[src/rtl/calc_sequencer.sv]
// Key-driven calculator sequencer: collects operand A, an op code and operand B, starts the ALU
// and waits for its result. Optional key debounce is enabled by defining CALC_DEBOUNCE_EN.
module calc_sequencer #(
  parameter int unsigned TIMEOUT         = 255,
  parameter int unsigned DEBOUNCE_CYCLES = 16
) (
  input  logic       CLOCK_50,
  input  logic       RST_N,
  input  logic [3:0] KEY,
  input  logic [3:0] SW,
  input  logic       DONE,
  input  logic       OVF,
  output logic [3:0] OP,
  output logic [3:0] A,
  output logic [3:0] B,
  output logic       START,
  output logic       BUSY,
  output logic       ERR,
  output logic [2:0] STATE
);

  typedef enum logic [2:0] {
    StIdle  = 3'd0,
    StOpsel = 3'd1,
    StEntb  = 3'd2,
    StExec  = 3'd3,
    StWait  = 3'd4,
    StShow  = 3'd5
  } state_e;

  localparam logic [8:0] TimeoutCmp = 9'(TIMEOUT);

  logic [3:0] sync1_q, sync2_q;
  logic [3:0] lvl_prev_q;
  logic [3:0] armed_q;
  logic [1:0] vld_q;
  logic [3:0] key_lvl;
  logic [3:0] press;

  // A key is armed only once it has been seen released after reset, so a key held
  // through reset release never produces a press.
  always_ff @(posedge CLOCK_50 or negedge RST_N) begin
    if (!RST_N) begin
      sync1_q    <= '0;
      sync2_q    <= '0;
      lvl_prev_q <= '0;
      armed_q    <= '0;
      vld_q      <= '0;
    end else begin
      sync1_q    <= KEY;
      sync2_q    <= sync1_q;
      vld_q      <= {vld_q[0], 1'b1};
      lvl_prev_q <= key_lvl;
      armed_q    <= armed_q | (~sync2_q & {4{vld_q[1]}});
    end
  end

`ifdef CALC_DEBOUNCE_EN
  localparam int unsigned DebW = $clog2(DEBOUNCE_CYCLES + 1);
  localparam logic [DebW-1:0] DebMax = DebW'(DEBOUNCE_CYCLES);

  logic [DebW-1:0] deb_cnt_q [4];

  always_ff @(posedge CLOCK_50 or negedge RST_N) begin
    if (!RST_N) begin
      for (int i = 0; i < 4; i++) deb_cnt_q[i] <= '0;
    end else begin
      for (int i = 0; i < 4; i++) begin
        if (!sync2_q[i]) begin
          deb_cnt_q[i] <= '0;
        end else if (deb_cnt_q[i] != DebMax) begin
          deb_cnt_q[i] <= deb_cnt_q[i] + DebW'(1);
        end
      end
    end
  end

  always_comb begin
    key_lvl = '0;
    for (int i = 0; i < 4; i++) key_lvl[i] = (deb_cnt_q[i] == DebMax);
  end
`else
  assign key_lvl = sync2_q;
`endif

  assign press = key_lvl & ~lvl_prev_q & armed_q;

  state_e     state_q, state_d;
  logic [3:0] a_q, a_d, b_q, b_d, op_q, op_d;
  logic       err_q, err_d;
  logic [7:0] cnt_q, cnt_d;
  logic       enter, op_press;
  logic [3:0] op_code;

  assign enter    = press[0];
  assign op_press = |press[3:1];
  assign op_code  = press[3] ? 4'b1010 : (press[2] ? 4'b1011 : 4'b1100);

  always_ff @(posedge CLOCK_50 or negedge RST_N) begin
    if (!RST_N) begin
      state_q <= StIdle;
      a_q     <= '0;
      b_q     <= '0;
      op_q    <= '0;
      err_q   <= 1'b0;
      cnt_q   <= '0;
    end else begin
      state_q <= state_d;
      a_q     <= a_d;
      b_q     <= b_d;
      op_q    <= op_d;
      err_q   <= err_d;
      cnt_q   <= cnt_d;
    end
  end

  always_comb begin
    state_d = state_q;
    a_d     = a_q;
    b_d     = b_q;
    op_d    = op_q;
    err_d   = err_q;
    cnt_d   = cnt_q;
    case (state_q)
      StIdle: begin
        if (enter) begin
          a_d     = SW;
          state_d = StOpsel;
        end
      end
      StOpsel: begin
        if (op_press) begin
          op_d    = op_code;
          state_d = StEntb;
        end
      end
      StEntb: begin
        if (op_press) op_d = op_code;
        if (enter) begin
          b_d     = SW;
          state_d = StExec;
        end
      end
      StExec: begin
        cnt_d   = '0;
        state_d = StWait;
      end
      StWait: begin
        // DONE takes precedence over a coincident timeout
        if (DONE) begin
          err_d   = OVF;
          state_d = StShow;
        end else if (({1'b0, cnt_q} + 9'd1) == TimeoutCmp) begin
          err_d   = 1'b1;
          state_d = StShow;
        end else begin
          cnt_d = cnt_q + 8'd1;
        end
      end
      StShow: begin
        if (enter) begin
          a_d     = '0;
          b_d     = '0;
          op_d    = '0;
          err_d   = 1'b0;
          state_d = StIdle;
        end else if (op_press) begin
          op_d    = op_code;
          err_d   = 1'b0;
          state_d = StExec;
        end
      end
      default: state_d = StIdle;
    endcase
  end

  assign OP    = op_q;
  assign A     = a_q;
  assign B     = b_q;
  assign ERR   = err_q;
  assign START = (state_q == StExec);
  assign BUSY  = (state_q == StExec) || (state_q == StWait);
  assign STATE = state_q;

endmodule
[config.mk]
export PLATFORM = sky130hd
export DESIGN_NAME = calc_sequencer
export DESIGN_NICKNAME = d
export VERILOG_FILES = /design/src/rtl/calc_sequencer.sv
export SDC_FILE = /design/constraint.sdc
export NUM_CORES = 1
export LEC_CHECK = 0
export ABC_AREA = 1
export ABC_CLOCK_PERIOD_IN_PS = 2900
export BUFFER_PORTS_ARGS = -buffer_cell sky130_fd_sc_hd__buf_2
export CAP_MARGIN = 15
export CELL_PAD_IN_SITES_DETAIL_PLACEMENT = 2
export CELL_PAD_IN_SITES_GLOBAL_PLACEMENT = 2
export CORE_MARGIN = 10
export CORE_UTILIZATION = 35
export DETAILED_ROUTE_END_ITERATION = 8
export PLACE_DENSITY = 0.91
export SKIP_LAST_GASP = 1
export SYNTH_ARGS = -nofsm -noshare
export SYNTH_HDL_FRONTEND = slang
export SYNTH_SLANG_ARGS = --single-unit
[constraint.sdc]
create_clock -name CLOCK_50 -period 2.9 [get_ports CLOCK_50]
set_input_delay 0 -clock CLOCK_50 [delete_from_list [all_inputs] [get_ports CLOCK_50]]
set_output_delay 0 -clock CLOCK_50 [all_outputs]
set_load 0.005 [all_outputs]
==> After elaboration in Yosys (flattened, before gate mapping) <==
Index checks and enable logic that the tools add are counted.
{ "totals": {"ff_bits": 42, "output_inout_bits": 18} }
{ "classes": {"n_reduce_logical": 14, "n_eq_ne": 14, "bitwise": 6, "n_addsub": 2, "mux": 25} }
{ "op_table": {"columns": ["operator", "n"], "rows": [
  ["$mux 3", 9],
  ["$pmux 4 s2", 3],
  ["$pmux 3 s6", 1],
  ["$mux 4", 4],
  ["$mux 8", 2],
  ["$pmux 8 s2", 1],
  ["$and 4x4->4", 3],
  ["$ne 2x2->1 const B", 6],
  ["$reduce_and 3->1", 4],
  ["$reduce_bool 2->1", 5],
  ["$add 8x1->9 const B", 1],
  ["$eq 9x8->1 const B", 1],
  ["$add 8x1->8 const B", 1],
  ["$not 4->4", 2],
  ["$eq 3x2->1 const B", 2],
  ["$eq 3x3->1 const B", 2],
  ["$ne 3x3->1 const B", 2],
  ["$reduce_and 5->1", 1],
  ["$mux 1", 4],
  ["$or 4x4->4", 1],
  ["$eq 3x1->1 const B", 1],
  ["$logic_not 3->1", 1],
  ["$reduce_or 3->1", 1],
  ["$pmux 1 s2", 1],
  ["other kinds (2)", 2]
]} }

==> Depth between registers and ports, before layout <==
Gate-level depths: netlist (run 1).
{ "logic_depth": {"depth_word": 8, "mapped_depth": 12, "depth_no_buf": 12} }

==> Worst setup path before layout (run 1) <==
OpenSTA, ideal clock, no wires.
{ "synth_path": {"path_kind": "reg2reg", "start": "register cnt_q[0]", "end": "register cnt_q[3]", "arrival_ps": 1389, "setup_slack_ps": 1395, "period_less_slack_ps": 1505, "path_stages_with_launch": 12, "n_path_buf": 0, "t_required_ps": 2783, "path_cell_list": "dfrtp_1 > ha_1 > nand3_1 > nand2_1 > nand2_1 > nand3_1 > nor2_1 > nand2_1 > nand2_4 > nand2_2 > nand2_1 > nand2_1"} }
{ "synth_between": {"elab_chain_len": 4} }
{ "synth_rtl": {"columns": ["element", "line", "source"], "rows": [
  ["from (decl)", "91", "logic [7:0] cnt_q, cnt_d;"],
  ["from (signal assigned)", "113", "cnt_q <= cnt_d;"],
  ["$add 8x1->9 / $add 8x1->8 (equally long branches)", "153, 157", null],
  ["$eq 9x8->1 / $mux 8 (equally long branches)", "153", "end else if (({1'b0, cnt_q} + 9'd1) == TimeoutCmp) begin"],
  ["$ne 2x2->1 (no line) / $mux 8 (equally long branches)", null, null],
  ["$reduce_and 3->1 (no line) / $pmux 8 s2 (equally long branches)", null, null]
]} }
Several ways; a longest one is shown, not always the timed one. The select of a mux whose other input is x is not followed.
A chain may end at the register's enable or synchronous reset.

==> Final worst setup path (run 1) <==
{ "layout_path": {"start": "register state_q[1] (netlist: STATE[1])", "end": "register cnt_q[4]"} }
{ "layout_between": {"elab_chain_len": 3} }
{ "layout_rtl": {"columns": ["element", "line", "source"], "rows": [
  ["from (decl)", "88", "state_e state_q, state_d;"],
  ["from (signal assigned)", "101", "state_q <= StIdle;"],
  ["from (signal assigned)", "108", "state_q <= state_d;"],
  ["$eq 3x3->1 / $eq 3x2->1 (equally long branches)", "124", "case (state_q)"],
  ["$ne 2x2->1 (no line) / $reduce_bool 2->1 (equally long branches)", null, null],
  ["$reduce_and 3->1 (no line)", null, null]
]} }
Several ways; a longest one is shown, not always the timed one.

==> flow_summary_export.csv, run 1 <==
group,metric,value,unit
run_status,status,"completed",
synth,synth-simple-area-share,27.7,%
clock_network,hold_buffers,7,
sta,worstMarginPinSlew,0.949,ns
clock_network,root_buffer,"clkbuf_8",
synth,yosys-mux-area-fraction,0,%
synth,yosysTopAreaCell,"dfrtp_1",
placement,io_buffers,29,
grt,grt_max_degree,43,
drt,wl_met1,2.36,mm
worst_setup_path,endpoint_kind,"flop",
synth,postSynthCellCount,215,
power,ir_drop,0.372,mV
die,io_pins,30,
worst_setup_path,worst-setup-path-type,"flop to flop",
clock_network,clk_pin_slew,0.08,ns
synth,synth_common_cells,"66 x nand2_1, 42 x dfrtp_1, 22 x nand3_1",
sta,rsz0062_at_grt,"false",
clock_network,clkLatencyLatePin,0.29,ns
drt,routed.top_layer,"met4",
drt,drt_wl_total,5.42,mm
drt,drtPass1Iterations,4,
sta,setup_tns,0,ns
sta,period_share,64.2,%
clock_network,cts_resized,0,
sta,setup-violations-final,0,
flow_run,drv_cap,0,
clock_network,htree_levels,2,
drt,route.detailed.drc,0,
synth,synth.area.top_cells,"dfrtp_1 56%, nand2_1 13%, nand3_1 5.9%",
sta,holdWs,0.0111,ns
synth,yosys_most_used_dff,"dfrtp_1",
die,core_area,0.00514,mm^2
placement,place.gp.congestion,0.753,
synth,syn_area,0.00186,mm^2
cells_and_area,drive_gt1_share,19.1,%
drt,wl_met2,2.80,mm
clock_network,cts_setup_buffers,0,
worst_hold_path,hold_class,"input port to flop",
synth,synth_most_common_cell,"nand2_1",
cells_and_area,n_antenna_cell,0,
synth,postSynth.asyncResetShare,100,%
synth,syn_nets,229,
drt,wire_per_inst,16.6,um
clock_network,clock-sinks,42,
die,num_rows,26,
sta,clock.fmax,537,MHz
drt,dr_total_vias,1572,
cells_and_area,fillerInstances,611,
worst_setup_path,crit_arrival,2.10,ns
sta,period_needed,1.86,ns
grt,grt_overflow,0,
synth,seq_area_frac_synth,56.5,%
die,dieHeight,92.9,um
synth,yosys_register_bits,42,
drt,ant_nets,0,
clock_network,clockBufferDepth,2,
power,p_leak,1.11,nW
die,die_area,0.00863,mm^2
worst_setup_path,cp-start-kind,"flop",
grt,grt_pass1_vias,1849,
synth,synth_fa_ha_area_share,1.34,%
synth,postSynthAreaPerCell,8.65,um^2
worst_setup_path,cp.required,3.14,ns
die,start_util,36.2,%
power,power_density,781,mW/mm^2
power,power,0.00174,W
placement,hpwl,3.90,mm
grt,antenna_found_initial,0,
cells_and_area,finalNetCount,269,
synth,synth_xor_area_share,0,%
drt,viasPerCell,4.82,
grt,grt_pass1_wl,9.32,mm
synth,ys_types,26,
cells_and_area,areaGrowthSynthToFinish,19.7,%
synth,synth_compound_area_share,8.54,%
die,dieWidth,92.9,um
synth,synth_top_family_by_area,"simple AND/OR/NAND/NOR gates",
sta,hold_viol,0,
drt,wl_met3,187,um
sta,finClkSkew,0.00590,ns
sta,relSlewSlack,36.7,%
worst_setup_path,cp_max_fo,15,
synth,synth_edf_count,0,
drt,drt_iter0_drc,76,
sta,slew_violations,0,
clock_network,cts_tree,"yes",
grt,track_usage,13.3,%
clock_network,numCtsBuffers,5,
synth,yosys_warnings,0,
synth,yosysTopAreaCellShare,56.5,%
critical path, cell delays in order (launching register included):
cell and delay, ns:
dfrtp_1 0.44, inv_2 0.13, nand3_1 0.36, nor2_1 0.36, nand2_4 0.17, nand2_2 0.18, nand2_1 0.10, nand2_1 0.06
worst paths after layout:
check	start	end	slack, ns	cells after the start
max in group asynchronous	RST_N	lvl_prev_q[0]	1.91	2
min reg2reg	sync1_q[3]	key_lvl[3]	0.36	0
min in group asynchronous	RST_N	sync1_q[1]	0.39	2
max reg2reg	STATE[1]	cnt_q[4]	1.04	7
max	STATE[1]	cnt_q[4]	1.04	7
min	SW[3]	A[3]	0.01	3
cell families (layout without fill, tap and decap cells):
group           after synthesis  count (layout)
compound gates               26              26
simple gates                120             120
fa+ha+maj                     2               2
other cells                   1               1
buf+inv                      24              65
flops                        42              42
cell usage in the layout, fill, tap and decap left out, drive strengths merged, types with 2 or more instances in the layout:
master       instances
ha                   2
a22oi                2
nor3                 2
o21bai               5
dlygate4sd3          7
nand3b               2
nand4                2
a21oi                3
a31oi                2
dfrtp               42
inv                 21
nand2               69
o21ai               13
clkbuf               7
nor2                23
nand3               22
buf                 29
where the power goes:
| part | switching (W) | internal, W | total [W] |
|---|---|---|---|
| Combinational | 0.000345 | 0.000208 | 0.000553 |
| Clock | 0.000194 | 0.000192 | 0.000386 |
| Sequential | 0.0000924 | 0.000708 | 0.000800 |
registers in the layout, indices dropped and copies added (netlist names):
signal / cells
ERR: 1
sync1_q: 4
OP: 4
STATE: 3
cnt_q: 8
vld_q: 2
lvl_prev_q: 4
B: 4
key_lvl: 4
armed_q: 4
A: 4
per-stage QoR:
| step | utilization, % | worst slack [ns] | cell area [um^2] | instances |
|---|---|---|---|---|
| after floorplan | - | 1.39 | 1860 | 215 |
| after global placement | 40.2 | 1.12 | 2070 | 311 |
| after detailed placement | 40.2 | 1.06 | 2070 | 311 |
| after CTS | 43.3 | 1.00 | 2230 | 326 |
| after global routing | 43.3 | 0.809 | 2230 | 326 |
| final | 43.3 | 1.04 | 2230 | 326 |
final cells by class:
| cell class | instances | area [um^2] | share of cell area [%] |
|---|---|---|---|
| well taps | 70 | 87.6 | 3.93 |
| inverters | 21 | 78.8 | 3.54 |
| multi-input cells | 149 | 703 | 31.6 |
| clock buffers | 7 | 86.3 | 3.88 |
| clock inverters | 1 | 5.00 | 0.225 |
| flip-flops and latches | 42 | 1050 | 47.2 |
| repair buffers | 36 | 215 | 9.66 |
per-layer routing:
layer,up-vias,global-route usage [%]
li1,764,-
met1,778,15.0
met2,21,23.8
met3,9,3.55
met4,0,4.11
met5,-,0
Note: power is estimated with default switching activity, not from simulation.
==> run 2, diff against run 1 <==
Settings changed: ABC_CLOCK_PERIOD_IN_PS 2900 to 1750, CORE_UTILIZATION 35 to 33, PLACE_DENSITY 0.91 to 0.87.
Clock period 2.9 ns to 1.75 ns, I/O delays scaled along.
==> run 2 against run 1 <==
Effect of this change: the flow now finishes with violations (negative setup slack); via count is 8.0% higher; non-clock buffer count is 13 higher; maximum frequency is 3.8% higher; setup slack worse by 1.1 ns; die area is 4.7% higher; clock skew is 0.0025 ns higher.
==> flow_summary_export.csv, run 2 (synthesized netlist as in run 1, its figures left out) <==
group,metric,value,unit
run_status,status,"complete, but fails checks",
run_status,violations,"negative setup slack",
die,num_rows,27,
grt,grt_overflow,0,
worst_setup_path,crit_arrival,2.03,ns
clock_network,clockBufferDepth,2,
grt,grt_pass1_wl,8.78,mm
sta,setup_ws,-0.0447,ns
drt,routed.top_layer,"met4",
clock_network,clkLatencyLatePin,0.31,ns
cells_and_area,finalNetCount,282,
drt,ant_nets,0,
sta,rsz0062_at_grt,"true",
drt,dr_total_vias,1698,
worst_setup_path,cp-start-kind,"flop",
grt,antenna_found_initial,0,
cells_and_area,final_cell_mix,"56 x nand2_1, 40 x dfrtp_1, 29 x buf_2, 21 x nor2_1, 17 x nand3_1",
sta,setup-violations-final,8,
drt,wl_met1,2.61,mm
sta,period_share,103,%
die,core_area,0.00547,mm^2
drt,route.detailed.drc,0,
power,pwr-share-seq,42.0,%
drt,drt_wl_total,6.11,mm
power,switching_share,39.1,%
cells_and_area,areaGrowthSynthToFinish,33.4,%
sta,clock.fmax,557,MHz
drt,wl_met2,3.16,mm
worst_setup_path,cp_max_fo,8,
power,power_density,1270,mW/mm^2
clock_network,root_buffer,"clkbuf_8",
power,p_int,0.00192,W
cells_and_area,final_common_cell,"nand2_1",
worst_hold_path,hold_class,"input port to flop",
cells_and_area,top_register,"cnt_q",
sta,period_needed,1.79,ns
placement,dp.cells,321,
clock_network,htree_levels,2,
sta,hold_viol,0,
power,p_leak,1.20,nW
cells_and_area,drive_gt1_share,32.0,%
power,p_comb_share,36.5,%
die,start_util,34.0,%
sta,slew_violations,0,
cells_and_area,fillerInstances,602,
power,p_clk_share,21.5,%
grt,track_usage,12.1,%
clock_network,clock-sinks,42,
clock_network,cts_tree,"yes",
power,ir_drop,0.539,mV
worst_setup_path,cp.required,1.99,ns
clock_network,numCtsBuffers,5,
sta,finClkSkew,0.00842,ns
clock_network,clk_pin_slew,0.08,ns
die,die_area,0.00904,mm^2
drt,wl_met3,267,um
sta,relSlewSlack,64.2,%
worst_setup_path,worst-setup-path-type,"flop to flop",
drt,viasPerCell,4.98,
sta,holdWs,0.0167,ns
drt,drt_iter0_drc,97,
grt,grt_max_degree,43,
cells_and_area,n_antenna_cell,0,
worst_setup_path,endpoint_kind,"flop",
cells_and_area,instances_no_fill,341,
die,dieHeight,95.1,um
placement,hpwl,3.70,mm
flow_run,drv_cap,0,
placement,io_buffers,29,
cells_and_area,largest_register_ffs,8,
power,switchingPower,0.00124,W
die,dieWidth,95.1,um
placement,place.gp.congestion,0.764,
grt,grt_pass1_vias,1832,
sta,worstMarginPinSlew,0.537,ns
drt,wire_per_inst,17.9,um
die,io_pins,30,
drt,drtPass1Iterations,4,
## run 2: per-stage QoR
stage                     util [%]  power (W)  cell area (um^2)  setup TNS [ns]  setup slack [ns]
after floorplan                  -    0.00183              1860               0             0.245
final                         45.4    0.00316              2480          -0.123           -0.0447
after CTS                     42.2    0.00301              2310               0           0.00208
after global placement        38.9    0.00223              2130               0             0.106
after detailed placement      38.9    0.00229              2130               0            0.0330
after global routing          45.4    0.00342              2480           -2.57            -0.207
## run 2: power groups by stage
stage	sequential, W	clock [W]	combinational [W]
6_report	0.00133	0.000679	0.00115
5_1_grt	0.00136	0.000756	0.00131
4_1_cts	0.00131	0.000701	0.000993
3_5_place_dp	0.00132	0	0.000964
3_3_place_gp	0.00131	0	0.000919
2_1_floorplan	0.00133	0	0.000506
## run 2: what timing repair did
item / 4_1_cts / 5_1_grt
hold buffers: 8 / 0
buffers inserted: 0 / 4
hold endpoints to repair: 50 / 0
setup endpoints to repair: 1 / 16
gates resized for setup: 1 / 37
pin swaps: 0 / 18
## run 2: per-layer routing
layer	track usage, %	vias to the layer above
met5	0	-
met4	3.74	0
met3	3.93	8
met2	20.5	28
met1	14.3	862
li1	-	800
## run 2: critical path, cell delays in order, from the launching register on
cell	delay (ns)
dfrtp_1	0.43
ha_4	0.20
nand2_1	0.07
nand2_1	0.06
nor2_1	0.13
nand3_1	0.09
nor2_1	0.13
nand2_1	0.11
nand2_4	0.18
buf_6	0.14
nand3_1	0.08
nand2_1	0.10
## run 2: cell type report
type | count | area, um^2 | share of cell area [%]
sequential | 42 | 1050 | 42.4
tap | 72 | 90.1 | 3.63
clock inverter | 3 | 28.8 | 1.16
clock buffer | 5 | 68.8 | 2.77
multi-input combinational | 149 | 822 | 33.1
inverter | 21 | 81.3 | 3.28
timing repair buffer | 49 | 338 | 13.6
## run 2: worst paths after layout
check                              start    endpoint  slack, ns  cells past startpoint
max in group asynchronous          RST_N    cnt_q[2]       1.04                      3
worst max register to register  cnt_q[0]    cnt_q[2]      -0.04                     11
worst min register to register  vld_q[0]    vld_q[1]       0.35                      0
worst min-delay path               SW[1]        B[1]       0.02                      3
min in group asynchronous          RST_N  sync1_q[1]       0.31                      3
worst max-delay path            cnt_q[0]    cnt_q[2]      -0.04                     11
==> run 3, diff against run 2 <==
Settings changed: PLACE_DENSITY 0.87 to default, PLACE_DENSITY_LB_ADDON from default to 0.08, SLEW_MARGIN from default to 20.
==> run 3 against run 2 <==
Effect of this change: the run now ends clean; largest power group unchanged; critical path type unchanged; die area did not move; combinational power fell by 3%; sequential power barely moved.
==> flow_summary_export.csv, run 3 (synthesized netlist as in run 1, its figures left out) <==
group,metric,value,unit
sta,finClkSkew,0.00638,ns
cells_and_area,n_antenna_cell,0,
sta,setup-violations-final,0,
grt,grt_pass1_vias,1811,
power,p_clk_share,21.4,%
drt,wire_per_inst,15.6,um
flow_run,drv_cap,0,
sta,holdWs,0.0609,ns
cells_and_area,largest_register_ffs,8,
sta,hold_viol,0,
die,start_util,34.0,%
power,pwr-share-seq,42.9,%
power,p_comb_share,35.7,%
die,dieHeight,95.1,um
power,power_density,1220,mW/mm^2
cells_and_area,final_util,46.3,%
sta,clock.fmax,584,MHz
cells_and_area,top_register,"cnt_q",
die,core_area,0.00547,mm^2
sta,slew_violations,0,
drt,drtPass1Iterations,4,
run_status,status,"completed",
clock_network,clock-sinks,42,
placement,dp.cells,327,
power,p_leak,1.23,nW
drt,drt_iter0_drc,41,
placement,hpwl,3.93,mm
clock_network,numCtsBuffers,5,
power,switchingPower,0.00114,W
grt,grt_overflow,0,
sta,setup_tns,0,ns
grt,grt_max_degree,43,
clock_network,cts_tree,"yes",
clock_network,clockBufferDepth,2,
die,die_area,0.00904,mm^2
clock_network,htree_levels,2,
clock_network,clkLatencyLatePin,0.30,ns
die,num_rows,27,
cells_and_area,drive_gt1_share,33.6,%
sta,period_share,97.8,%
power,switching_share,36.7,%
grt,grt_pass1_wl,8.98,mm
worst_setup_path,r2r_setup_slack,0.04,ns
worst_setup_path,crit_arrival,1.90,ns
drt,viasPerCell,4.72,
cells_and_area,final_common_cell,"nand2_1",
clock_network,root_buffer,"clkbuf_8",
placement,place.gp.congestion,0.683,
grt,track_usage,12.6,%
worst_hold_path,hold_class,"input port to flop",
worst_setup_path,endpoint_kind,"flop",
die,io_pins,30,
placement,io_buffers,29,
grt,antenna_found_initial,0,
cells_and_area,final_cell_mix,"59 x nand2_1, 37 x dfrtp_1, 29 x buf_2, 21 x nor2_1, 20 x nand3_1",
die,dieWidth,95.1,um
worst_setup_path,cp-start-kind,"flop",
sta,setup_ws,0.0391,ns
clock_network,clk_pin_slew,0.09,ns
drt,route.detailed.drc,0,
sta,rsz0062_at_grt,"true",
power,p_int,0.00196,W
placement,pre_cts_slack,-0.0108,ns
drt,ant_nets,0,
power,ir_drop,0.552,mV
drt,drt_wl_total,5.48,mm
sta,worstMarginPinSlew,0.543,ns
cells_and_area,finalNetCount,293,
worst_setup_path,cp_max_fo,8,
cells_and_area,areaGrowthSynthToFinish,36.1,%
worst_setup_path,cp.required,1.94,ns
sta,relSlewSlack,63.8,%
drt,dr_total_vias,1661,
sta,period_needed,1.71,ns
worst_setup_path,worst-setup-path-type,"flop to flop",
cells_and_area,instances_no_fill,352,
-- run 3: worst paths after layout --
kind / start / endpoint / cells past startpoint
worst min-delay path: OVF / ERR / 5
max in group asynchronous: RST_N / cnt_q[4] / 3
worst max-delay path: cnt_q[1] / STATE[2] / 11
worst min register to register: vld_q[0] / vld_q[1] / 0
worst max register to register: cnt_q[1] / STATE[2] / 11
min in group asynchronous: RST_N / sync1_q[1] / 3
-- run 3: area by class of cell --
cell class / instances / area, um^2
Inverter: 21 / 78.8
Tap cell: 72 / 90.1
Clock buffer: 5 / 68.8
Multi-Input combinational cell: 149 / 786
Sequential cell: 42 / 1060
Timing Repair Buffer: 60 / 424
Clock inverter: 3 / 27.5
Fill cell: 618 / 2940
-- run 3: worst max-delay path, cell delays in order (launching register included) --
cell and delay (ns):
dfrtp_2 0.42, ha_4 0.19, nand4_1 0.17, nand2_1 0.11
nand3_1 0.07, nor2_1 0.11, nand2_1 0.10, nand2_4 0.13
buf_12 0.13, nand2_2 0.04, nand2_1 0.07, nand2_1 0.05
-- run 3: repair_timing --
item	4_1_cts	5_1_grt
hold buffers	9	0
setup buffers	1	8
hold endpoints to repair	53	0
setup endpoints to repair	10	16
pin swaps	0	14
gates resized for setup	2	28
-- run 3: stage by stage --
step,total power (W),area (um^2)
floorplan,0.00183,1860
global route,0.00336,2530
finish,0.00310,2530
CTS,0.00305,2390
detailed placement,0.00233,2190
global placement,0.00229,2190
-- run 3: routing by layer --
metal,vias up,part of all wire (%),global-route usage [%]
li1,814,-,-
met1,816,44,14.6
met2,24,51,22.3
met3,7,3.2,3.06
met4,0,1.6,4.11
met5,-,0,0
-- run 3: power by group through the flow --
stage          clock network [W]  logic, W  registers [W]
5_1_grt                 0.000737   0.00126        0.00136
4_1_cts                 0.000693   0.00104        0.00132
3_3_place_gp                   0  0.000958        0.00134
2_1_floorplan                  0  0.000506        0.00133
6_report                0.000665   0.00111        0.00133
3_5_place_dp                   0  0.000988        0.00134
